## config.mk

```make
export PLATFORM = sky130hd
export DESIGN_NAME = beta_mem_stage
export DESIGN_NICKNAME = d
export VERILOG_FILES = /design/src/rtl/beta_mem_stage_pkg.sv /design/src/rtl/beta_mem_align.sv /design/src/rtl/beta_mem_stage.sv
export SDC_FILE = /design/constraint.sdc
export NUM_CORES = 1
export LEC_CHECK = 0
export ABC_AREA = 1
export CAP_MARGIN = 20
export CELL_PAD_IN_SITES_DETAIL_PLACEMENT = 1
export CELL_PAD_IN_SITES_GLOBAL_PLACEMENT = 2
export CORE_ASPECT_RATIO = 0.9
export CORE_UTILIZATION = 26
export CTS_BUF_LIST = sky130_fd_sc_hd__clkbuf_16
export CTS_CLUSTER_DIAMETER = 40
export DETAILED_ROUTE_END_ITERATION = 8
export GPL_ROUTABILITY_DRIVEN = 0
export PLACE_DENSITY_LB_ADDON = 0.1
export SLEW_MARGIN = 0
export SYNTH_ARGS = -nofsm -noshare
export SYNTH_HDL_FRONTEND = slang
export SYNTH_SLANG_ARGS = --single-unit
```

## constraint.sdc

```tcl
create_clock -name clk -period 3.59 [get_ports clk]
set_input_delay 0.359 -clock clk [delete_from_list [all_inputs] [get_ports clk]]
set_output_delay 0.359 -clock clk [all_outputs]
set_load 0.005 [all_outputs]
```

## src/rtl/beta_mem_stage_pkg.sv

```systemverilog
// Shared types and constants for the beta memory-access stage.
package beta_mem_stage_pkg;

    localparam int unsigned XLEN    = 32;
    localparam int unsigned BE_W    = 4;
    localparam int unsigned RD_W    = 5;
    localparam int unsigned CAUSE_W = 5;

    typedef enum logic [1:0] {
        RDMEM_IDLE = 2'b00,
        RDMEM_WRDY = 2'b01,
        RDMEM_WVLD = 2'b10
    } rdmem_state_t;

    typedef enum logic [1:0] {
        WDMEM_IDLE = 2'b00,
        WDMEM_WRDY = 2'b01,
        WDMEM_WVLD = 2'b10
    } wdmem_state_t;

    localparam logic [1:0] MEM_SIZE_WORD = 2'b01;
    localparam logic [1:0] MEM_SIZE_HALF = 2'b10;
    localparam logic [1:0] MEM_SIZE_BYTE = 2'b11;

    localparam logic [CAUSE_W-1:0] CAUSE_LD_MISALIGN = CAUSE_W'(4);
    localparam logic [CAUSE_W-1:0] CAUSE_ST_MISALIGN = CAUSE_W'(6);

    // Request fields captured at accept and held for the whole access.
    typedef struct packed {
        logic [XLEN-1:0] addr;
        logic [XLEN-1:0] wdata;
        logic [BE_W-1:0] be;
        logic [1:0]      size;
        logic            unsigned_n;
        logic            reg_wr_en;
        logic [RD_W-1:0] rd;
    } mem_ctrl_t;

    // Size 00 behaves as word, so only half and byte relax the check.
    function automatic logic is_misaligned(input logic [1:0] addr_lo, input logic [1:0] size);
        case (size)
            MEM_SIZE_HALF: return addr_lo[0];
            MEM_SIZE_BYTE: return 1'b0;
            default:       return addr_lo != 2'b00;
        endcase
    endfunction

endpackage

```

## src/rtl/beta_mem_align.sv

```systemverilog
// Store byte-enable/replication and load lane-select/extension (combinational).
module beta_mem_align
    import beta_mem_stage_pkg::*;
(
    input  logic [XLEN-1:0] req_addr,
    input  logic [1:0]      req_size,
    input  logic [XLEN-1:0] req_wdata,
    input  logic [1:0]      ld_addr_lo,
    input  logic [1:0]      ld_size,
    input  logic            ld_unsigned_n,
    input  logic [XLEN-1:0] ld_rdata,
    output logic [XLEN-1:0] addr_c,
    output logic [BE_W-1:0] be_c,
    output logic [XLEN-1:0] wr_data_c,
    output logic [XLEN-1:0] ld_data_c
);

    logic [XLEN-1:0] ld_shift;

    // Low address bits are cleared per size; aligned requests pass unchanged.
    always_comb begin
        addr_c    = {req_addr[XLEN-1:2], 2'b00};
        be_c      = 4'b1111;
        wr_data_c = req_wdata;
        case (req_size)
            MEM_SIZE_BYTE: begin
                addr_c    = req_addr;
                be_c      = 4'b0001 << req_addr[1:0];
                wr_data_c = {4{req_wdata[7:0]}};
            end
            MEM_SIZE_HALF: begin
                addr_c    = {req_addr[XLEN-1:1], 1'b0};
                be_c      = 4'b0011 << {req_addr[1], 1'b0};
                wr_data_c = {2{req_wdata[15:0]}};
            end
            default: ;
        endcase
    end

    assign ld_shift = ld_rdata >> {ld_addr_lo, 3'b000};

    always_comb begin
        ld_data_c = ld_rdata;
        case (ld_size)
            MEM_SIZE_BYTE: ld_data_c = {{24{ld_unsigned_n & ld_shift[7]}}, ld_shift[7:0]};
            MEM_SIZE_HALF: ld_data_c = {{16{ld_unsigned_n & ld_shift[15]}}, ld_shift[15:0]};
            default: ;
        endcase
    end

endmodule

```

## src/rtl/beta_mem_stage.sv

```systemverilog
// Memory-access stage: load/store FSMs on the dmem valid/ready channels.
// Define BETA_LSU_MISALIGN_TRAP_EN to trap misaligned accesses instead of force-aligning.
module beta_mem_stage
    import beta_mem_stage_pkg::*;
#(
    parameter int unsigned DATA_W = 32
) (
    input  logic                clk,
    input  logic                rst_n,
    input  logic                in_vld,
    output logic                in_rdy,
    input  logic                in_mem_op_en,
    input  logic                in_mem_op,
    input  logic [1:0]          in_mem_op_size,
    input  logic                in_unsigned_n,
    input  logic                in_reg_wr_en,
    input  logic [RD_W-1:0]     in_rd,
    input  logic [DATA_W-1:0]   in_res,
    input  logic [DATA_W-1:0]   in_wdata,
    output logic                dmem_rd_req_vld,
    input  logic                dmem_rd_req_rdy,
    input  logic                dmem_rd_rsp_vld,
    input  logic [DATA_W-1:0]   dmem_rd_rsp_data,
    output logic                dmem_wr_req_vld,
    input  logic                dmem_wr_req_rdy,
    input  logic                dmem_wr_rsp_vld,
    output logic [DATA_W-1:0]   dmem_addr,
    output logic [DATA_W-1:0]   dmem_wr_data,
    output logic [BE_W-1:0]     dmem_wr_be,
    output logic                wb_vld,
    output logic                wb_reg_wr_en,
    output logic [RD_W-1:0]     wb_rd,
    output logic [DATA_W-1:0]   wb_data,
    output logic                trap_vld,
    output logic [CAUSE_W-1:0]  trap_cause,
    output logic [DATA_W-1:0]   trap_tval
);

    rdmem_state_t      rd_state, rd_state_nxt;
    wdmem_state_t      wr_state, wr_state_nxt;
    mem_ctrl_t         ctrl, ctrl_nxt;
    logic              wb_vld_nxt, wb_reg_wr_en_nxt;
    logic [RD_W-1:0]   wb_rd_nxt;
    logic [DATA_W-1:0] wb_data_nxt;
    logic              accept;
    logic [XLEN-1:0]   al_addr, al_wr_data, ld_data;
    logic [BE_W-1:0]   al_be;

    beta_mem_align u_align (
        .req_addr      (in_res),
        .req_size      (in_mem_op_size),
        .req_wdata     (in_wdata),
        .ld_addr_lo    (ctrl.addr[1:0]),
        .ld_size       (ctrl.size),
        .ld_unsigned_n (ctrl.unsigned_n),
        .ld_rdata      (dmem_rd_rsp_data),
        .addr_c        (al_addr),
        .be_c          (al_be),
        .wr_data_c     (al_wr_data),
        .ld_data_c     (ld_data)
    );

    assign in_rdy          = rst_n && (rd_state == RDMEM_IDLE) && (wr_state == WDMEM_IDLE);
    assign accept          = in_vld && in_rdy;
    assign dmem_rd_req_vld = (rd_state == RDMEM_WRDY);
    assign dmem_wr_req_vld = (wr_state == WDMEM_WRDY);
    assign dmem_addr       = ctrl.addr;
    assign dmem_wr_data    = ctrl.wdata;
    assign dmem_wr_be      = ctrl.be;

`ifdef BETA_LSU_MISALIGN_TRAP_EN
    logic               trap_vld_nxt;
    logic [CAUSE_W-1:0] trap_cause_nxt;
    logic [DATA_W-1:0]  trap_tval_nxt;
`endif

    always_comb begin
        rd_state_nxt     = rd_state;
        wr_state_nxt     = wr_state;
        ctrl_nxt         = ctrl;
        wb_vld_nxt       = 1'b0;
        wb_reg_wr_en_nxt = wb_reg_wr_en;
        wb_rd_nxt        = wb_rd;
        wb_data_nxt      = wb_data;
`ifdef BETA_LSU_MISALIGN_TRAP_EN
        trap_vld_nxt     = 1'b0;
        trap_cause_nxt   = trap_cause;
        trap_tval_nxt    = trap_tval;
`endif

        if (accept) begin
            if (!in_mem_op_en) begin
                wb_vld_nxt       = 1'b1;
                wb_reg_wr_en_nxt = in_reg_wr_en;
                wb_rd_nxt        = in_rd;
                wb_data_nxt      = in_res;
            end
`ifdef BETA_LSU_MISALIGN_TRAP_EN
            else if (is_misaligned(in_res[1:0], in_mem_op_size)) begin
                trap_vld_nxt   = 1'b1;
                trap_cause_nxt = in_mem_op ? CAUSE_ST_MISALIGN : CAUSE_LD_MISALIGN;
                trap_tval_nxt  = in_res;
            end
`endif
            else begin
                ctrl_nxt.addr       = al_addr;
                ctrl_nxt.wdata      = al_wr_data;
                ctrl_nxt.be         = al_be;
                ctrl_nxt.size       = in_mem_op_size;
                ctrl_nxt.unsigned_n = in_unsigned_n;
                ctrl_nxt.reg_wr_en  = in_reg_wr_en && !in_mem_op;
                ctrl_nxt.rd         = in_rd;
                if (in_mem_op) wr_state_nxt = WDMEM_WRDY;
                else           rd_state_nxt = RDMEM_WRDY;
            end
        end

        // Load channel
        case (rd_state)
            RDMEM_WRDY: if (dmem_rd_req_rdy) rd_state_nxt = RDMEM_WVLD;
            RDMEM_WVLD: if (dmem_rd_rsp_vld) begin
                rd_state_nxt     = RDMEM_IDLE;
                wb_vld_nxt       = 1'b1;
                wb_reg_wr_en_nxt = ctrl.reg_wr_en;
                wb_rd_nxt        = ctrl.rd;
                wb_data_nxt      = ld_data;
            end
            default: ;
        endcase

        // Store channel
        case (wr_state)
            WDMEM_WRDY: if (dmem_wr_req_rdy) wr_state_nxt = WDMEM_WVLD;
            WDMEM_WVLD: if (dmem_wr_rsp_vld) begin
                wr_state_nxt     = WDMEM_IDLE;
                wb_vld_nxt       = 1'b1;
                wb_reg_wr_en_nxt = 1'b0;
                wb_rd_nxt        = ctrl.rd;
                wb_data_nxt      = '0;
            end
            default: ;
        endcase
    end

    always_ff @(posedge clk or negedge rst_n) begin
        if (!rst_n) begin
            rd_state     <= RDMEM_IDLE;
            wr_state     <= WDMEM_IDLE;
            ctrl         <= '0;
            wb_vld       <= 1'b0;
            wb_reg_wr_en <= 1'b0;
            wb_rd        <= '0;
            wb_data      <= '0;
        end else begin
            rd_state     <= rd_state_nxt;
            wr_state     <= wr_state_nxt;
            ctrl         <= ctrl_nxt;
            wb_vld       <= wb_vld_nxt;
            wb_reg_wr_en <= wb_reg_wr_en_nxt;
            wb_rd        <= wb_rd_nxt;
            wb_data      <= wb_data_nxt;
        end
    end

`ifdef BETA_LSU_MISALIGN_TRAP_EN
    always_ff @(posedge clk or negedge rst_n) begin
        if (!rst_n) begin
            trap_vld   <= 1'b0;
            trap_cause <= '0;
            trap_tval  <= '0;
        end else begin
            trap_vld   <= trap_vld_nxt;
            trap_cause <= trap_cause_nxt;
            trap_tval  <= trap_tval_nxt;
        end
    end
`else
    assign trap_vld   = 1'b0;
    assign trap_cause = '0;
    assign trap_tval  = '0;
`endif

endmodule

```

=== Word level (Yosys, flattened, before mapping) ===
Index checks and enable logic that the tools add are counted.
Widths: inputs -> output; s select.

* Eq/ne operators: 8
* Shifts and indexed selects: 3
* Mux-type cells: 40
* Bitwise logic cells: 2
* Reduce and logical (&&, ||, !) cells: 8

{| class="wikitable"
|+ Operator list
! cell !! count
|-
| $mux 32 || 6
|-
| $pmux 32 s2 || 2
|-
| $shr 32x5->16 || 1
|-
| $mux 5 || 6
|-
| $mux 2 || 10
|-
| $eq 2x2->1 const B || 6
|-
| $mux 1 || 12
|-
| $pmux 2 s2 || 3
|-
| $pmux 4 s2 || 1
|-
| $eq 2x1->1 const B || 2
|-
| $logic_and 1x1->1 || 4
|-
| $logic_not 2->1 || 2
|-
| $shl 1x2->4 const A || 1
|-
| $shl 2x2->4 const A || 1
|-
| $and 1x1->1 || 2
|-
| $reduce_and 2->1 || 1
|-
| $logic_not 1->1 || 1
|}

* Register bits: 120

=== Longest topological paths before layout ===
Gate-level depths: netlist of the first run.

* Word-level depth: 9
* Mapped depth: 11
* Gate-level depth less buffers: 9

=== By module ===
A second synthesis of the first run with hierarchy kept.

* Cell total of the unflattened synthesis: 1108
* Area total of the unflattened synthesis: 7739.9 µm²

{| class="wikitable"
|+ By module, submodules not included
! module !! times used !! cells each !! area an instance (µm²)
|-
| beta_mem_stage || 1 || 806 || 6262.3
|-
| beta_mem_align || 1 || 302 || 1477.7
|}

=== Worst setup path before layout of the first run ===
OpenSTA, ideal clock, no wires.

* Path type: register to register
* Start: register rd_state[0]
* End: register ctrl, in the netlist dmem_addr[25]
* Arrival time: 1.424 ns
* Data required time: 3.460 ns
* Setup slack: 2.036 ns
* Cell stages (with the launch flop): 12
* Buffers on the path: 2
* Period minus slack after synthesis: 1.554 ns
* Path through: dfrtp_1 > inv_1 > ha_1 > nand3_1 > nor2_2 > inv_2 > nor2_4 > inv_2 > buf_6 > buf_2 > nand2_1 > o21ai_1

* Longest elaborated chain between the ends: 5

{| class="wikitable"
|+ RTL lines
! item !! RTL line !! RTL
|-
| from (decl) || beta_mem_stage.sv:39 || <nowiki>rdmem_state_t rd_state, rd_state_nxt;</nowiki>
|-
| from (signal assigned) || beta_mem_stage.sv:155 || <nowiki>rd_state <= rd_state_nxt;</nowiki>
|-
| $logic_not 2->1 || beta_mem_stage.sv:63 || <nowiki>assign in_rdy = rst_n && (rd_state == RDMEM_IDLE) && (wr_state == WDMEM_IDLE);</nowiki>
|-
| $logic_and 1x1->1 (2 in a row) || beta_mem_stage.sv:63 ||
|-
| $logic_and 1x1->1 || beta_mem_stage.sv:64 || <nowiki>assign accept = in_vld && in_rdy;</nowiki>
|-
| $reduce_and 2->1 (no source line) || n/a ||
|-
| to (signal assigned) || beta_mem_stage.sv:157 || <nowiki>ctrl <= ctrl_nxt;</nowiki>
|-
| to (decl) || beta_mem_stage.sv:41 || <nowiki>mem_ctrl_t ctrl, ctrl_nxt;</nowiki>
|}

No other way between the ends.
A chain may end at the register's enable or synchronous reset.

=== Worst setup path in the final report of the first run ===
* Start: register wr_state[0]
* End: register ctrl, in the netlist dmem_addr[0]

* Longest elaborated chain between the ends: 4

{| class="wikitable"
|+ RTL lines
! item !! RTL line !! RTL
|-
| from (decl) || beta_mem_stage.sv:40 || <nowiki>wdmem_state_t wr_state, wr_state_nxt;</nowiki>
|-
| from (signal assigned) || beta_mem_stage.sv:156 || <nowiki>wr_state <= wr_state_nxt;</nowiki>
|-
| $logic_not 2->1 || beta_mem_stage.sv:63 ||
|-
| $logic_and 1x1->1 || beta_mem_stage.sv:63 ||
|-
| $logic_and 1x1->1 || beta_mem_stage.sv:64 ||
|-
| $reduce_and 2->1 (no source line) || n/a ||
|}

No other way between the ends.

==> metrics.md, run 1 <==
| Metric | Value |
|---|---|
| Status | `complete, no violations` |
| Avg WL per Cell | `17.5 um` |
| Hpwl dp | `18000 um` |
| Via Count | `6072` |
| Setup TNS | `0 ps` |
| Core Region | `26200 um2` |
| Post_cts resized | `0` |
| Worst Max-Slew Pin Slew | `958 ps` |
| Total internal power | `4850 uW` |
| Worst R2R Path Depth | `9` |
| Buffers added on ports | `223` |
| Syn_area_per_cell | `7.86 um2` |
| Synth area leader | `dfrtp_1` |
| Flop-to-flop setup slack | `1340 ps` |
| DRC | `0` |
| Post-route ant nets | `0` |
| Worst Setup End Kind | `register` |
| Iter 0 DRT Violations | `308` |
| Post-Route WL | `24200 um` |
| Sw Share | `0.375` |
| Row count | `56` |
| Inserted Clock Buffers | `17` |
| Cells after Synth | `886` |
| Minimum clock period | `2250 ps` |
| Top FF cell, synth | `dfrtp_1` |
| Worst path cell trace | `inv_1 -> ha_1 -> nand3_1 -> nor2_2 -> inv_2 -> nor2_4 -> buf_4 -> o21ai_1 -> o21a_1` |
| Pleak | `0.00427 uW` |
| Vias in the first global route | `6265` |
| Vias per Instance | `4.37` |
| FILL cells | `3146` |
| Comb pwr share | `0.467` |
| Antenna fix cells | `0` |
| Max FO, Critical Path | `77` |
| Synth unique cells | `34` |
| Max transition margin | `0.361` |
| Total Nets Final | `1147` |
| Hold Buf Count CTS | `0` |
| CTS clock-pin slew for the worst setup and hold paths | `70 ps` |
| Die width | `174 um` |
| CP Data Arrival Time | `2550 ps` |
| Number of clock sinks | `120` |
| Worst Skew | `10.6 ps` |
| Post-synth EDFFs | `0` |
| H-tree Lvls | `4` |
| Post-CTS Setup Inserts | `0` |
| Crit start category | `register` |
| Die Ht | `157 um` |
| Top post-synthesis cells by area | `dfrtp_1, nand2_1, buf_4` |
| Area grow syn2layout | `34.8%` |
| Die area | `27400 um2` |
| CP delay by family, top | `buffers and inverters` |
| HP Class | `in -> async` |
| Final Hold Fails | `0` |
| WP data required | `3900 ps` |
| Pwr Density | `827 nW/um2` |
| Initial Utilization | `0.266` |
| Gr usage total | `0.183` |
| Clk pwr share | `0.216` |
| Netlist Area Pre-Place | `6960 um2` |
| Reg-to-reg startpoint | `wr_state[0]` |
| Yosys warns | `0` |
| Buf/Inv on CP | `3` |
| Post-synth top cells | `nand2_1, dfrtp_1, buf_4` |
| Initial antenna violation count | `0` |
| Max Cap Viol | `0` |
| CTS tree | `done` |
| FFs w/ async S/R, synth | `1.00` |
| CTS max path bufs | `2` |
| FF-to-FF End | `dmem_addr[0]` |
| Total stage count of the critical path | `9` |
| Top-count cell post-synth | `nand2_1` |
| Iteration count of the initial detailed-routing pass | `5` |
| Slowest-stage cell, CP | `buf_4` |
| Critical path class | `reg -> reg` |
| Clk root buf | `clkbuf_16` |
| Grt ovf | `0` |
| Sequential group share of total power | `0.317` |
| Register area share after synthesis | `0.431` |
| Top cell type's share of synthesized area | `0.431` |
| CP peak stage delay | `600 ps` |
| Ratio of cells with drive above 1 in the final layout | `0.0913` |
| IO Pins | `262` |
| Net switching power | `2910 uW` |
| Final period util | `0.626` |
| Pin count of the biggest net entering global routing | `78` |
| First-pass GRT wire length | `37800 um` |
| Fmax | `445 MHz` |
| Area occupied by multi-input gates | `2780 um2` |
| Count of pins over their slew limit | `0` |
| Skew-Pair Late Insertion Delay | `420 ps` |
| IR drop worst, VDD | `0.000286 V` |
| Post-Route Hold Slack | `61.1 ps` |
| Final setup vio count | `0` |
| Sequential cell area | `3000 um2` |
| RSZ-0062 raised after global routing | `no` |
| Seq cells post-synth | `120` |
==> cell type report <==
type / count / share of cell area
flip-flops and latches: 120 / 0.320
well taps: 348 / 0.0464
clock inverters: 15 / 0.0149
inverters: 71 / 0.0296
clock buffers: 17 / 0.0454
repair buffers: 235 / 0.248
multi-input cells: 582 / 0.296
==> routing by layer <==
metal / track usage / vias to the layer above / part of all wire
met3: 0.0372 / 24 / 0.047
met1: 0.259 / 2867 / 0.50
met5: 0 / - / 0
met4: 0.0535 / 0 / 0.011
met2: 0.280 / 185 / 0.45
li1: - / 2996 / -
==> worst register-to-register path, delay by kind of cell, from the launching register on <==
kind	cells	cell delay, ps
AO/OA/AOI/OAI	2	480
buffers and inverters	3	760
AND/OR/NAND/NOR	3	350
adder cells (fa/ha/maj)	1	160
flip-flops	1	390
==> sequential cells by signal (all words and copies together) (netlist names) <==
name and count:
dmem_addr 32, dmem_wr_data 32, wb_data 32, ctrl 9, wb_rd 5, dmem_wr_be 4
rd_state 2, wr_state 2, wb_reg_wr_en 1, wb_vld 1
==> placed cells by master, fill, tap and decap left out, drive strengths merged, types with 3 or more instances in the layout <==
cell type      instances
nand3                 20
nor3                   5
a41oi                  8
or2                   10
nand2                271
inv                   77
buf                   13
conb                  38
clkinv                 5
a21oi                 37
ha                     6
clkbuf                17
a31oi                 16
clkdlybuf4s50        222
o22ai                  7
o21ai                 82
nor2                  52
o211ai                29
clkinvlp               3
dfrtp                120
==> metrics by stage <==
| stage | std cells | cell area, um2 | power [uW] | setup WS (ps) | utilization |
|---|---|---|---|---|---|
| 4_1_cts | 1388 | 9380 | 7900 | 1320 | 0.358 |
| 5_1_grt | 1388 | 9380 | 8380 | 1080 | 0.358 |
| 3_5_place_dp | 1356 | 8810 | 6160 | 1190 | 0.336 |
| 6_report | 1388 | 9380 | 7750 | 1340 | 0.358 |
| 2_1_floorplan | 923 | 7100 | 4700 | 2040 | - |
| 3_3_place_gp | 1356 | 8810 | 6120 | 1220 | 0.336 |
==> worst max-delay path by stage <==
| stage | from | to | slack (ps) |
|---|---|---|---|
| 3_5_place_dp | dmem_rd_rsp_vld | wb_data[14] | 1190 |
| 5_1_grt | wr_state[0] | dmem_wr_be[2] | 1080 |
| 3_3_place_gp | in_mem_op_size[1] | dmem_wr_data[24] | 1220 |
| 4_1_cts | wr_state[0] | dmem_addr[0] | 1320 |
| 2_1_floorplan | rd_state[0] | dmem_addr[25] | 2040 |
| 6_report | wr_state[0] | dmem_addr[0] | 1340 |
==> power by group through the flow <==
stage,Sequential [uW],Combinational [uW],Clock [uW]
2_1_floorplan,2360,2340,0
3_3_place_gp,2480,3640,0
3_5_place_dp,2490,3680,0
4_1_cts,2470,3700,1730
5_1_grt,2550,4060,1780
6_report,2460,3620,1680
==> logic make-up (layout without fill, tap and decap cells) <==
kind of cell / after synthesis / after routing / share of synthesized area
buf+inv: 221 / 338 / 0.190
compound gates: 180 / 180 / 0.154
other cells: 1 / 38 / 0.000539
simple gates: 358 / 358 / 0.213
fa+ha+maj: 6 / 6 / 0.0108
flops: 120 / 120 / 0.431
Note: power is estimated with default switching activity, not from simulation.
==> run 2: changes to the inputs <==
Settings changed: CORE_UTILIZATION 26 to 22.
Clock period 3.59 ns to 2 ns, I/O delays scaled along.
==> metrics.md, run 2 (synthesis gave the netlist of run 1 again) <==
| Metric | Value |
|---|---|
| WP data required | `1800 ps (was 3900 ps)` |
| CP peak stage delay | `490 ps (was 600 ps)` |
| Grt ovf | `0 (unchanged)` |
| CTS clock-pin slew for the worst setup and hold paths | `60 ps (was 70 ps)` |
| Count of pins over their slew limit | `0 (unchanged)` |
| Buf/Inv on CP | `3 (unchanged)` |
| Avg WL per Cell | `17.7 um (was 17.5 um)` |
| Max FO, Critical Path | `3 (was 77)` |
| Slowest-stage cell, CP | `clkdlybuf4s50_1 (was buf_4)` |
| DRC | `0 (unchanged)` |
| Via Count | `6074 (was 6072)` |
| Pleak | `0.00440 uW (was 0.00427 uW)` |
| Most common library cell in the layout ignoring fill and taps | `nand2_1 (unchanged)` |
| Buffers added on ports | `223 (unchanged)` |
| Post-Route WL | `26000 um (was 24200 um)` |
| Hpwl dp | `19800 um (was 18000 um)` |
| Clk root buf | `clkbuf_16 (unchanged)` |
| Final period util | `0.941` |
| IO Pins | `262 (unchanged)` |
| Crit start category | `register (unchanged)` |
| Core Region | `31000 um2 (was 26200 um2)` |
| Ratio of cells with drive above 1 in the final layout | `0.110 (was 0.0913)` |
| Commonest cells after routing, fill and taps aside | `nand2_1, clkdlybuf4s50_1, dfrtp_1, inv_1, o21ai_0 (unchanged)` |
| CTS tree | `done (unchanged)` |
| Setup TNS | `0 ps (unchanged)` |
| HP Class | `in -> reg (was in -> async)` |
| CTS max path bufs | `2 (unchanged)` |
| Skew-Pair Late Insertion Delay | `420 ps (about the same)` |
| Final Hold Fails | `0 (unchanged)` |
| Placed insts | `1440 (was 1356)` |
| CP Data Arrival Time | `1680 ps (was 2550 ps)` |
| Area grow syn2layout | `39.0% (was 34.8%)` |
| Pwr Density | `1450 nW/um2 (was 827 nW/um2)` |
| Finished Layout Cells | `1474 (was 1388)` |
| Minimum clock period | `1880 ps` |
| RSZ-0062 raised after global routing | `no (unchanged)` |
| Final setup vio count | `0 (unchanged)` |
| Worst Max-Slew Pin Slew | `772 ps (was 958 ps)` |
| Die area | `32400 um2 (was 27400 um2)` |
| Row count | `61 (was 56)` |
| Vias per Instance | `4.12 (was 4.37)` |
| H-tree Lvls | `4 (unchanged)` |
| Initial Utilization | `0.225 (was 0.266)` |
| Iter 0 DRT Violations | `263 (was 308)` |
| Pin count of the biggest net entering global routing | `121 (was 78)` |
| Fmax | `532 MHz` |
| IR drop worst, VDD | `0.000650 V (was 0.000286 V)` |
| Critical path class | `reg -> out (was reg -> reg)` |
| Max transition margin | `0.485 (was 0.361)` |
| Status | `complete, no violations (unchanged)` |
| Post-Route Hold Slack | `332 ps (was 61.1 ps)` |
| CP delay by family, top | `buffers and inverters (unchanged)` |
| Total Nets Final | `1172 (was 1147)` |
| First-pass GRT wire length | `39300 um (was 37800 um)` |
| Worst Setup End Kind | `output pin (was register)` |
| Pre-CTS setup slack | `185 ps (was 1190 ps)` |
| Inserted Clock Buffers | `17 (unchanged)` |
| Gr usage total | `0.164 (was 0.183)` |
| Iteration count of the initial detailed-routing pass | `4 (was 5)` |
| Initial antenna violation count | `3 (was 0)` |
| Worst path cell trace | `inv_2 -> ha_1 -> nand3_2 -> inv_1 -> clkdlybuf4s50_1 (was inv_1 -> ha_1 -> nand3_1 -> nor2_2 -> inv_2 -> nor2_4 -> buf_4 -> o21ai_1 -> o21a_1)` |
| Die Ht | `171 um (was 157 um)` |
| Worst Skew | `8.54 ps (was 10.6 ps)` |
| Post-route ant nets | `0 (unchanged)` |
| Number of clock sinks | `120 (unchanged)` |
| Setup slack after layout | `119 ps (was 1340 ps)` |
| Die width | `189 um (was 174 um)` |
| Max Cap Viol | `0 (unchanged)` |
| Vias in the first global route | `6364 (was 6265)` |
## run 2: power breakdown
group / leakage, uW / internal [uW] / switching [uW]
Combinational: 0.00269 / 3570 / 3350
Sequential: 0.00146 / 3650 / 702
Clock: 0.000258 / 1660 / 1150
Total: 0.00440 / 8870 / 5200
## run 2: final cells by class
class | instances | area (um2)
clock buffer | 17 | 425
fill | 3734 | 21300
sequential | 120 | 3000
multi-input combinational | 582 | 2780
timing repair buffer | 260 | 2580
tap | 409 | 512
inverter | 71 | 278
clock inverter | 14 | 92.6
antenna | 1 | 2.50
## run 2: routing by layer
| layer | vias up | GRT usage | wire [um] |
|---|---|---|---|
| met3 | 19 | 0.0445 | 1560 |
| met4 | 4 | 0.0379 | 245 |
| met2 | 159 | 0.256 | 11800 |
| li1 | 3040 | - | - |
| met5 | - | 0 | 32 |
| met1 | 2852 | 0.223 | 12400 |
## run 2: through the flow
step           total power (uW)  area, um2  utilization
2_1_floorplan              8430       7100            -
3_3_place_gp              11400       9130        0.295
3_5_place_dp              11400       9130        0.295
4_1_cts                   14400       9650        0.312
5_1_grt                   15300       9670        0.312
6_report                  14100       9670        0.312
## run 2: path summary, 6_finish.rpt
path	end	slack (ps)	startpoint	depth (start not counted)
max in group asynchronous	wb_data[11]	970	rst_n	3
min in group asynchronous	dmem_wr_data[24]	410	rst_n	3
setup reg to reg	dmem_addr[0]	270	rd_state[0]	9
setup / recovery	in_rdy	120	rd_state[0]	5
hold / removal	ctrl[6]	330	in_unsigned_n	3
hold reg to reg	dmem_wr_data[6]	470	dmem_wr_data[6]	2
## run 2: repair_timing
action | 4_1_cts | 5_1_grt
hold endpoints to repair | 120 | 0
hold buffers | 1 | 0
resized for setup | 0 | 5
buffers inserted | 0 | 1
setup endpoints to repair | 0 | 1
## run 2: worst reg2reg max path: cells and delay by family, from the launching register on
kind	cells	cell delay, ps
AO/OA/AOI/OAI	2	290
adder cells (fa/ha/maj)	1	160
buffers and inverters	3	430
flip-flops	1	390
AND/OR/NAND/NOR	3	360
